### src/rtl/freq_meas_ctrl.sv
// Frequency-meter measurement controller.
// Sequences clear / gate / settle / decide / latch / hold for a BCD count
// datapath, and auto-ranges the gate length between GATE_CYCLES, /10 and /100.
// All outputs are registered and decoded from the next state, so each output
// lines up exactly with the state it belongs to.
module freq_meas_ctrl #(
    parameter int unsigned GATE_CYCLES   = 50000000,
    parameter int unsigned SETTLE_CYCLES = 2,
    parameter int unsigned HOLD_CYCLES   = 1000
) (
    input  logic       clk,
    input  logic       rst,
    input  logic       run,
    input  logic       cnt_ovf,
    input  logic       cnt_low,
    output logic       cnt_clr,
    output logic       cnt_en,
    output logic       cnt_latch,
    output logic [1:0] range,
    output logic       meas_valid,
    output logic       overrange,
    output logic       busy
);

    localparam int unsigned TIMER_W = 28;

    typedef enum logic [2:0] {
        S_IDLE,
        S_CLEAR,
        S_GATE,
        S_SETTLE,
        S_DECIDE,
        S_LATCH,
        S_HOLD
    } state_t;

    localparam logic [TIMER_W-1:0] SETTLE_LAST = TIMER_W'(SETTLE_CYCLES - 1);
    localparam logic [TIMER_W-1:0] HOLD_LAST   = TIMER_W'(HOLD_CYCLES - 1);

    state_t               state_reg, state_next;
    logic [TIMER_W-1:0]   timer_reg, timer_next;
    logic [1:0]           range_reg, range_next;
    logic                 up_flag_reg, up_flag_next;
    logic                 overrange_reg, overrange_next;

    logic                 cnt_clr_reg;
    logic                 cnt_en_reg;
    logic                 cnt_latch_reg;
    logic                 meas_valid_reg;
    logic                 busy_reg;

    // Terminal count of the gate timer for each range. Entry 3 is never
    // selected (range tops out at 2) but keeps the table fully populated.
    logic [TIMER_W-1:0]   gate_last_tab [4];

    generate
        for (genvar gi = 0; gi < 4; gi++) begin : g_gate_len
            localparam int unsigned EXP = (gi > 2) ? 2 : gi;
            localparam int unsigned LEN = GATE_CYCLES / (10 ** EXP);
            assign gate_last_tab[gi] = TIMER_W'(LEN - 1);
        end
    endgenerate

    // State, timer and range bookkeeping registers.
    always_ff @(posedge clk) begin
        if (rst) begin
            state_reg     <= S_IDLE;
            timer_reg     <= '0;
            range_reg     <= 2'd0;
            up_flag_reg   <= 1'b0;
            overrange_reg <= 1'b0;
        end else begin
            state_reg     <= state_next;
            timer_reg     <= timer_next;
            range_reg     <= range_next;
            up_flag_reg   <= up_flag_next;
            overrange_reg <= overrange_next;
        end
    end

    // Next-state logic: phase timing via a single down-counting timer that is
    // reloaded on each timed phase entry and never allowed to wrap.
    always_comb begin
        state_next     = state_reg;
        timer_next     = timer_reg;
        range_next     = range_reg;
        up_flag_next   = up_flag_reg;
        overrange_next = overrange_reg;

        case (state_reg)
            S_IDLE: begin
                if (run) begin
                    state_next = S_CLEAR;
                end
            end
            S_CLEAR: begin
                state_next = S_GATE;
                timer_next = gate_last_tab[range_reg];
            end
            S_GATE: begin
                if (timer_reg == '0) begin
                    state_next = S_SETTLE;
                    timer_next = SETTLE_LAST;
                end else begin
                    timer_next = timer_reg - 1'b1;
                end
            end
            S_SETTLE: begin
                if (timer_reg == '0) begin
                    state_next = S_DECIDE;
                end else begin
                    timer_next = timer_reg - 1'b1;
                end
            end
            S_DECIDE: begin
                // Overflow wins over low count; up_flag blocks a down-step
                // after an up-step so one measurement cannot oscillate.
                if (cnt_ovf && range_reg < 2'd2) begin
                    range_next   = range_reg + 2'd1;
                    up_flag_next = 1'b1;
                    state_next   = S_CLEAR;
                end else if (cnt_ovf) begin
                    overrange_next = 1'b1;
                    up_flag_next   = 1'b0;
                    state_next     = S_LATCH;
                end else if (cnt_low && range_reg > 2'd0 && !up_flag_reg) begin
                    range_next = range_reg - 2'd1;
                    state_next = S_CLEAR;
                end else begin
                    overrange_next = 1'b0;
                    up_flag_next   = 1'b0;
                    state_next     = S_LATCH;
                end
            end
            S_LATCH: begin
                state_next = S_HOLD;
                timer_next = HOLD_LAST;
            end
            S_HOLD: begin
                if (timer_reg == '0) begin
                    state_next = run ? S_CLEAR : S_IDLE;
                end else begin
                    timer_next = timer_reg - 1'b1;
                end
            end
            default: begin
                state_next = S_IDLE;
            end
        endcase
    end

    // Registered Moore outputs decoded from the state being entered.
    always_ff @(posedge clk) begin
        if (rst) begin
            cnt_clr_reg    <= 1'b0;
            cnt_en_reg     <= 1'b0;
            cnt_latch_reg  <= 1'b0;
            meas_valid_reg <= 1'b0;
            busy_reg       <= 1'b0;
        end else begin
            cnt_clr_reg    <= (state_next == S_CLEAR);
            cnt_en_reg     <= (state_next == S_GATE);
            cnt_latch_reg  <= (state_next == S_LATCH);
            meas_valid_reg <= (state_next == S_LATCH);
            busy_reg       <= (state_next != S_IDLE);
        end
    end

    assign cnt_clr    = cnt_clr_reg;
    assign cnt_en     = cnt_en_reg;
    assign cnt_latch  = cnt_latch_reg;
    assign meas_valid = meas_valid_reg;
    assign busy       = busy_reg;
    assign range      = range_reg;
    assign overrange  = overrange_reg;

endmodule

### config.mk
export PLATFORM = sky130hd
export DESIGN_NAME = freq_meas_ctrl
export DESIGN_NICKNAME = d
export VERILOG_FILES = /design/src/rtl/freq_meas_ctrl.sv
export SDC_FILE = /design/constraint.sdc
export NUM_CORES = 1
export LEC_CHECK = 0
export CORE_MARGIN = 3
export CORE_UTILIZATION = 50
export DETAILED_ROUTE_END_ITERATION = 6
export GPL_TIMING_DRIVEN = 0
export PLACE_DENSITY = 0.68
export SKIP_CTS_REPAIR_TIMING = 1
export SLEW_MARGIN = 20
export SYNTH_ARGS = -nofsm -noshare
export SYNTH_HDL_FRONTEND = slang
export SYNTH_SLANG_ARGS = --single-unit
### constraint.sdc
create_clock -name clk -period 6.7 [get_ports clk]
set_input_delay 1.34 -clock clk [delete_from_list [all_inputs] [get_ports clk]]
set_output_delay 1.34 -clock clk [all_outputs]
set_load 0.02 [all_outputs]
==> summary.md, run 1 <==
| Metric | Value |
|---|---|
| Synth Warn # | 0 |
| # setup viols final | 0 |
| Tmin final | around 3 ns |
| Nets | between 300 and 400 |
| Unique masters post-synth | 54 |
| Relative slew slack | 41.2% |
| Via density | 6.18 |
| Clk_skew | approximately 0.0088 ns |
| Via count | 2375 |
| Initial Util | roughly 53% |
| Top FF cell, synth | dfxtp_1 |
| Power Density | approximately 350 nW/µm² |
| Overflow after GRT | 0 |
| Share of cells above drive strength 1 | between 9 and 10% |
| Synth top area share | about 33% |
| Final period utilization | between 40 and 50% |
| Clock sinks | 39 |
| Post-Route Setup TNS | 0 ns |
| Ys async rst share | 0% |
| Fmax | about 340 MHz |
| Area after DPL | between 2000 and 3000 µm² |
| Gpl congestion | ~0.95 |
| Die ar. | between 5000 and 6000 µm² |
| Detailed Route Iter0 Violations | 280 |
| Num CTS Buffers | 5 |
| Routed Antenna Nets | 0 |
| Setup WS post-layout | roughly 3.8 ns |
| Commonest non-fill, non-tap cell in the layout | dfxtp_1 |
| CP Capture Type | flop |
| Worst EP required | approximately 6.9 ns |
| Syn nets | between 300 and 400 |
| Die H | ~75 µm |
| Finished Cell Area | roughly 2700 µm² |
| Row Count | 24 |
| First-pass GRT wire length | about 10 mm |
| Crit path arrival time | between 3 and 4 ns |
| Met2 WL | 2.91 mm |
| Largest net degree at the start of global routing | 12 |
| Biggest area consumer among synthesized cells | dfxtp_1 |
| Layout area overhead | 11.2% |
| EDFF count, synth | 0 |
| Worst setup SP type | input pin |
| Met3 wire len | approximately 300 µm |
| Clock latency on the worst-skew pair | approximately 0.29 ns |
| Peak supply drop | 0.149 mV |
| Metal1 wirelength | roughly 3.0 mm |
| Final Hold Vio Count | 0 |
| Pleak | 0.945 nW |
| Commonest non-fill, non-tap cells in the layout | dfxtp_1, a21oi_1, nor2_1 |
| Placed cells | around 380 |
| Final WL | approximately 6.4 mm |
| Total power | just over 0.9 mW |
| Slew Limit Fails | 0 |
| Worst hold margin | 0.461 ns |
| DP Worst Slack | ~3.4 ns |
| Clock transition at path regs | about 0.070 ns |
| FF-to-FF path depth | 7 |
| RSZ-0062 raised after global routing | no |
| Main area contributors after synthesis | dfxtp_1, a21oi_1, nor2_1, nor3_1, nand2_1 |
| Max reg flops | 28 |
| Ant diodes | 0 |
| #FFs+latches synth | 39 |
| Sequential fraction of the synthesis area | roughly a third |
| Port Buf Inserts | 12 |
| Drt wl/cell | 16.5 µm |
| Hold depth | 2 |
| Clock buffer depth | 2 |
| Root Driver | clkbuf_8 |
| CTS tree | yes |
| Total Routing Usage GR | 24.4% |
| Outcome | complete, no violations |
| H-tree depth | 2 |
| I/O pin count | 13 |
| Core Area | 4470 µm² |
| Mapped Avg Cell Area | around 7.6 µm² |
| Fill count | around 450 |
| Hold Crit Class | flop to flop |
| Util after Layout | approximately three fifths |
| Top layer in use | met4 |
| MaxCap Viol Count | 0 |
| Antenna violations before repair | 0 |
| Die X | 75.1 µm |
| Area of the multi-input gates | roughly 1400 µm² |
| Dpl hpwl | between 4 and 5 mm |
| TritonRoute pass-1 iters | 5 |
| Worst Path Max Fanout | 4 |
| DRC | 0 |
| CP Class | input pin to flop |
| Syn Inst Count | approximately 310 |
| Non-Filler Instances | ~380 |
| Cell area after synthesis | roughly 2400 µm² |
| Vias in the first global route | ~2200 |
| Register Area | roughly 780 µm² |
| Pin slew with the least headroom to its limit | roughly 0.88 ns |
## cells in the mapped netlist (3+ instances only)
master,number
buf_2,7
a21oi_1,35
dfxtp_1,39
nor2_1,31
nor3_1,23
o21ai_0,12
o32ai_2,3
nand2_1,27
or3_2,4
or4_1,4
a211oi_1,7
clkbuf_1,10
nor2b_1,4
o31ai_1,3
a31oi_1,7
nor4_1,6
inv_1,16
nand2b_1,10
or3_1,7
o32ai_1,9
## path summary, 6_finish.rpt
kind                    to  slack [ns]    startpoint
max               range[0]        3.75       cnt_ovf
min            up_flag_reg        0.46   up_flag_reg
max reg2reg  timer_reg[24]        3.92  timer_reg[0]
min reg2reg    up_flag_reg        0.46   up_flag_reg
## area by class of cell
cell class              instances  share of cell area [%]
clock inverters                 1                   0.189
well taps                      52                    2.45
repair buffers                 12                    4.53
inverters                      16                    2.27
plain buffers                  21                    4.15
flip-flops and latches         39                    29.4
clock buffers                   7                    2.88
multi-input cells             236                    54.1
## cell families after synthesis
kind of cell / Yosys count / synth area share [%]
and+or+nand+nor: 131 / 29.6
AOI/OAI and AO/OA: 99 / 28.0
DFF: 39 / 32.7
buffers and inverters: 37 / 7.14
xor gates and xnor gates: 4 / 1.47
adders and majority gates: 2 / 1.05
## power breakdown
group / internal [mW] / switching (mW) / total [mW] / leakage [nW]
registers: 0.281 / 0.0461 / 0.327 / 0.320
logic: 0.160 / 0.279 / 0.439 / 0.583
clock network: 0.0731 / 0.0809 / 0.154 / 0.0422
## critical path, cell delays in order
cell	delay [ns]
clkdlybuf4s50_1	0.46
nor4b_1	0.63
nor2_1	0.21
or3_1	0.38
a21oi_1	0.13
## layer usage
metal	track usage, %	vias to the layer above
met1	33.8	1112
met5	0	-
met2	38.2	70
met4	9.29	0
li1	-	1184
met3	3.60	9
(Power assumes the default switching activity.)
==> run 2: changes to the inputs <==
--- a/config.mk
+++ b/config.mk
@@ -9,7 +9,7 @@
 export CORE_UTILIZATION = 50
 export DETAILED_ROUTE_END_ITERATION = 6
 export GPL_TIMING_DRIVEN = 0
-export PLACE_DENSITY = 0.68
+export PLACE_DENSITY = 0.71
 export SKIP_CTS_REPAIR_TIMING = 1
 export SLEW_MARGIN = 20
 export SYNTH_ARGS = -nofsm -noshare
==> constraint.sdc (replaced) <==
create_clock -name clk -period 2.6 [get_ports clk]
set_input_delay 0.52 -clock clk [delete_from_list [all_inputs] [get_ports clk]]
set_output_delay 0.52 -clock clk [all_outputs]
set_load 0.02 [all_outputs]
==> run 2 against run 1 <==
Net effect: worst hold slack better by 0.011 ns; sequential share of layout area is 2.0 points lower; count of clock-buffer cells in the layout down 1; final cell count is 2.1% higher; critical path depth rose by 2; highest routed layer unchanged; largest cell class unchanged; clock skew decreased by 0.0045 ns; design area rose by 7.8%; global-route usage is 1.1 points higher.
==> summary.md, run 2 (synthesis results as in run 1) <==
| Metric | Value |
|---|---|
| Gpl congestion | 0.910 (-4.2%) |
| Clk_skew | 0.00429 ns (-0.00450 ns) |
| FF-to-FF path depth | 7 (unchanged) |
| Drt wl/cell | 17.3 µm (+4.3%) |
| Via count | 2478 (+4.3%) |
| Initial Util | 53.3% (unchanged) |
| Fill count | 409 (-8.1%) |
| Met2 WL | 3.13 mm (+7.5%) |
| Dpl hpwl | 4.56 mm (-1.2%) |
| Final Hold Vio Count | 0 (unchanged) |
| Pleak | 1.03 nW (+9.0%) |
| Post-Route Setup TNS | 0 ns (unchanged) |
| Core Area | 4470 µm² (unchanged) |
| Relative slew slack | 43.4% (+2.2 points) |
| Hold depth | 2 (unchanged) |
| Root Driver | clkbuf_8 |
| Slew Limit Fails | 0 (unchanged) |
| Pin slew with the least headroom to its limit | 0.842 ns (-0.0329 ns) |
| Overflow after GRT | 0 (unchanged) |
| Largest net degree at the start of global routing | 13 (+1) |
| Fmax | a little under 400 MHz |
| Area after DPL | 2570 µm² (unchanged) |
| Outcome | complete, no violations |
| Total power | 2.74 mW (+200%) |
| Placed cells | 376 (unchanged) |
| Top layer in use | met4 |
| Peak supply drop | 0.414 mV (+180%) |
| Worst Path Max Fanout | 9 (+5) |
| Commonest non-fill, non-tap cells in the layout | dfxtp_1, a21oi_1, nor2_1 |
| MaxCap Viol Count | 0 (unchanged) |
| Worst reg2reg startpoint | timer_reg[5] |
| Row Count | 24 (unchanged) |
| Vias in the first global route | 2262 (+5.0%) |
| TritonRoute pass-1 iters | 5 (unchanged) |
| Die X | 75.1 µm (unchanged) |
| Metal1 wirelength | 3.14 mm (+3.5%) |
| Commonest non-fill, non-tap cell in the layout | dfxtp_1 |
| Clock buffer depth | 2 (unchanged) |
| DP Worst Slack | -0.136 ns (-3.58 ns) |
| H-tree depth | 2 (unchanged) |
| Port Buf Inserts | 12 (unchanged) |
| Routed Antenna Nets | 0 (unchanged) |
| Clock latency on the worst-skew pair | 0.30 ns (about the same) |
| Final period utilization | just under 100% |
| Setup WS post-layout | 0.0710 ns (-3.68 ns) |
| Finished Cell Area | 2860 µm² (+7.8%) |
| Final WL | 6.76 mm (+6.4%) |
| Nets | 346 (+2.4%) |
| RSZ-0062 raised after global routing | yes |
| Via density | 6.32 (+2.2%) |
| Worst setup SP type | flop |
| First-pass GRT wire length | 11.0 mm (+5.1%) |
| DRC | 0 (unchanged) |
| I/O pin count | 13 (unchanged) |
| Worst hold margin | 0.472 ns (+0.0108 ns) |
| Layout area overhead | 19.8% |
| Max reg flops | 28 (unchanged) |
| CP Class | flop to flop |
| Clock sinks | 39 (unchanged) |
| Worst EP required | 2.83 ns (-4.09 ns) |
| Crit path arrival time | 2.76 ns (-0.40 ns) |
| Util after Layout | 63.9% (+4.6 points) |
| Clock transition at path regs | 0.08 ns (about the same) |
| Reg-to-Reg End | timer_reg[27] |
| Power Density | 959 nW/µm² (+180%) |
| Antenna violations before repair | 0 (unchanged) |
| Die ar. | 5630 µm² (unchanged) |
| Min-Delay Startpoint | up_flag_reg |
| Total Routing Usage GR | 25.5% (+1.1 points) |
| Share of cells above drive strength 1 | 17.1% (+7.4 points) |
| # setup viols final | 0 (unchanged) |
| Hold Crit Class | flop to flop |
| Tmin final | around 2.5 ns |
| Worst Hold Path EP | up_flag_reg |
| Num CTS Buffers | 5 (unchanged) |
| Non-Filler Instances | 392 (+2.1%) |
| Met3 wire len | 356 µm (+19%) |
| Ant diodes | 0 (unchanged) |
| CP Capture Type | flop |
| Reg-to-reg setup timing slack | 0.07 ns (-3.85 ns) |
| Detailed Route Iter0 Violations | 184 (-34%) |
| CTS tree | yes |
| Die H | 75.1 µm (unchanged) |
## run 2: cell types whose count changed in the layout (fill, tap and decap cells not counted), sizes merged
cell,delta
buf,+5
clkbuf,+2
bufinv,+1
## run 2: layout make-up
cell class	instances	area [µm²]	area share [%]
multi-input cells	236	1520	53.2
repair buffers	20	180	6.30
flip-flops and latches	39	785	27.5
clock buffers	6	82.6	2.89
plain buffers	21	131	4.60
clock inverters	2	35.0	1.23
inverters	16	60.1	2.10
well taps	52	65.1	2.28
## run 2: power breakdown
part           total (mW)  switching (mW)  internal, mW
combinational        1.34           0.791         0.545
sequential          0.860           0.134         0.726
clock               0.545           0.234         0.311
total                2.74            1.16          1.58
## run 2: how the worst max path moves through the flow
stage | startpoint | to
2_1_floorplan | timer_reg[19] | timer_reg[9]
3_3_place_gp | timer_reg[19] | timer_reg[16]
3_5_place_dp | timer_reg[0] | timer_reg[24]
5_1_grt | timer_reg[0] | timer_reg[24]
6_report | timer_reg[5] | timer_reg[27]
4_1_cts | timer_reg[0] | timer_reg[24]
## run 2: per-layer routing
metal	global-route usage, %	vias to the layer above
met5	0	-
met4	9.68	0
met3	4.14	20
met2	40.4	88
met1	34.7	1167
li1	-	1203
## run 2: critical path: stages, from the launching register on
cell      delay [ns]
dfxtp_1         0.36
or4_4           0.53
or3_1           0.37
clkbuf_4        0.19
or2_4           0.26
or3_1           0.32
or3_1           0.31
a21oi_1         0.14
==> run 3: changes to the inputs <==
--- a/config.mk
+++ b/config.mk
@@ -9,7 +9,7 @@
 export CORE_UTILIZATION = 50
 export DETAILED_ROUTE_END_ITERATION = 6
 export GPL_TIMING_DRIVEN = 0
-export PLACE_DENSITY = 0.71
+export PLACE_DENSITY = 0.83
 export SKIP_CTS_REPAIR_TIMING = 1
 export SLEW_MARGIN = 20
 export SYNTH_ARGS = -nofsm -noshare
==> run 3 against run 2 <==
Net effect: the run now ends with negative setup slack left; clock skew rose by 0.0095 ns; design area rose by 3.4%; die area did not move; utilization rose by 2.2 points; combinational power rose by 9.7%; first-iteration DRC count rose by 80%; final cell count rose by 2.0%; non-clock buffer count rose by 8; routed wire length rose by 5.8%; clock power fell by 0.7%; largest cell class unchanged.
==> summary.md, run 3 (synthesis results as in run 1) <==
| Metric | Value |
|---|---|
| I/O pin count | 13 (unchanged) |
| Total Routing Usage GR | 24.7% (-0.81 points) |
| Relative slew slack | 39.0% (-4.5 points) |
| Pleak | 1.08 nW (+4.7%) |
| Clk_skew | 0.0138 ns (+0.00949 ns) |
| Clock transition at path regs | 0.09 ns (about the same) |
| Slew Limit Fails | 0 (unchanged) |
| Worst setup SP type | flop |
| Post-Route Setup TNS | -0.0349 ns (-0.0349 ns) |
| Clock latency on the worst-skew pair | 0.30 ns (about the same) |
| CP Capture Type | flop |
| Placed cells | 376 (unchanged) |
| Die X | 75.1 µm (unchanged) |
| Reg-to-reg setup timing slack | -0.03 ns (-0.11 ns) |
| Fmax | 380 MHz (-4.0%) |
| Clock buffer depth | 2 (unchanged) |
| Antenna violations before repair | 0 (unchanged) |
| Ant diodes | 0 (unchanged) |
| # setup viols final | 1 (+1) |
| Detailed Route Iter0 Violations | 332 (+80%) |
| Final WL | 7.16 mm (+5.8%) |
| Power Density | 972 nW/µm² (+1.3%) |
| Initial Util | 53.3% (unchanged) |
| TritonRoute pass-1 iters | 5 (unchanged) |
| Nets | 354 (+2.3%) |
| Share of cells above drive strength 1 | 19.8% (+2.8 points) |
| Area after DPL | 2570 µm² (unchanged) |
| Drt wl/cell | 17.9 µm (+3.7%) |
| MaxCap Viol Count | 0 (unchanged) |
| Register Area | 788 µm² (+0.48%) |
| Peak supply drop | 0.432 mV (+4.4%) |
| Final Hold Vio Count | 0 (unchanged) |
| Via density | 6.59 (+4.2%) |
| Tmin final | 2.63 ns (+0.106 ns) |
| Area of the multi-input gates | 1530 µm² (+0.91%) |
| First-pass GRT wire length | 10.7 mm (-2.6%) |
| Commonest non-fill, non-tap cells in the layout | a21oi_1, dfxtp_1, nor2_1 |
| CTS tree | yes |
| CP Class | flop to flop |
| Sw Share | 42.3% (about the same) |
| Seq pwr share | 30.1% (-1.3 points) |
| Die ar. | 5630 µm² (unchanged) |
| Outcome | finished with violations |
| H-tree depth | 2 (unchanged) |
| DP Worst Slack | -0.139 ns (-0.00223 ns) |
| Clock sinks | 39 (unchanged) |
| Failing checks | negative setup slack |
| Total power | 2.87 mW (+4.7%) |
| Hold Crit Class | flop to flop |
| Setup WS post-layout | -0.0349 ns (-0.106 ns) |
| Final period utilization | 101% (+4.1 points) |
| Routed Antenna Nets | 0 (unchanged) |
| Dpl hpwl | 4.58 mm (+0.50%) |
| Pin slew with the least headroom to its limit | 0.909 ns (+0.0665 ns) |
| Util after Layout | 66.0% (+2.2 points) |
| Root Driver | clkbuf_8 |
| DRC | 0 (unchanged) |
| Finished Cell Area | 2950 µm² (+3.4%) |
| Worst EP required | 2.78 ns (-0.05 ns) |
| Max reg flops | 28 (unchanged) |
| Via count | 2636 (+6.4%) |
| Port Buf Inserts | 12 (unchanged) |
| Net Switching | 1.21 mW (+4.7%) |
| Crit path arrival time | 2.82 ns (+0.06 ns) |
| Fill count | 366 (-11%) |
| Overflow after GRT | 0 (unchanged) |
| Worst hold margin | 0.467 ns (-0.00472 ns) |
| Core Area | 4470 µm² (unchanged) |
| Num CTS Buffers | 5 (unchanged) |
| Gpl congestion | 0.945 (+3.8%) |
| Int Pwr | 1.66 mW (+4.7%) |
| Clock power share | 18.8% (-1.1 points) |
| Non-Filler Instances | 400 (+2.0%) |
| Layout area overhead | 23.9% |
| Die H | 75.1 µm (unchanged) |
| Worst Path Max Fanout | 10 (+1) |
| Gate power share | 51.1% (+2.4 points) |
| Largest net degree at the start of global routing | 13 (unchanged) |
| Row Count | 24 (unchanged) |
| Vias in the first global route | 2287 (+1.1%) |
## run 3: changes by cell type in the layout (fill, tap and decap cells not counted), sizes merged
cell / change
buf: +9
clkbuf: -1
## run 3: power by group through the flow
stage	registers (mW)	logic, mW	clock network [mW]
3_3_place_gp	0.849	1.08	0
5_1_grt	0.882	1.57	0.563
4_1_cts	0.843	1.12	0.540
3_5_place_dp	0.855	1.11	0
2_1_floorplan	0.832	0.854	0
6_report	0.864	1.47	0.541
## run 3: layer usage
layer | global-route usage (%) | share of wire, % | up-vias
li1 | - | - | 1226
met1 | 32.5 | 41 | 1235
met4 | 9.68 | 2.6 | 0
met2 | 39.6 | 48 | 145
met5 | 0 | 0 | -
met3 | 5.07 | 8.1 | 30
## run 3: worst paths after layout
path,endpoint,from,cells past startpoint
setup / recovery,timer_reg[23],timer_reg[20],8
hold / removal,up_flag_reg,up_flag_reg,2
setup reg to reg,timer_reg[23],timer_reg[20],8
hold reg to reg,up_flag_reg,up_flag_reg,2
## run 3: critical path, stage by stage, from the launching register on
cell and delay (ns):
dfxtp_4 0.35, or4_4 0.55, or4_4 0.44, buf_8 0.16, nor4_4 0.23, nor2_1 0.12, buf_2 0.23, a31oi_1 0.28
o32ai_1 0.14
## run 3: cell type report
cell class	instances	share of cell area, %
Tap cell	52	2.20
Buffer	21	4.49
Timing Repair Buffer	28	8.73
Clock buffer	6	2.80
Clock inverter	2	1.19
Sequential cell	39	26.7
Inverter	16	2.03
Multi-Input combinational cell	236	51.9
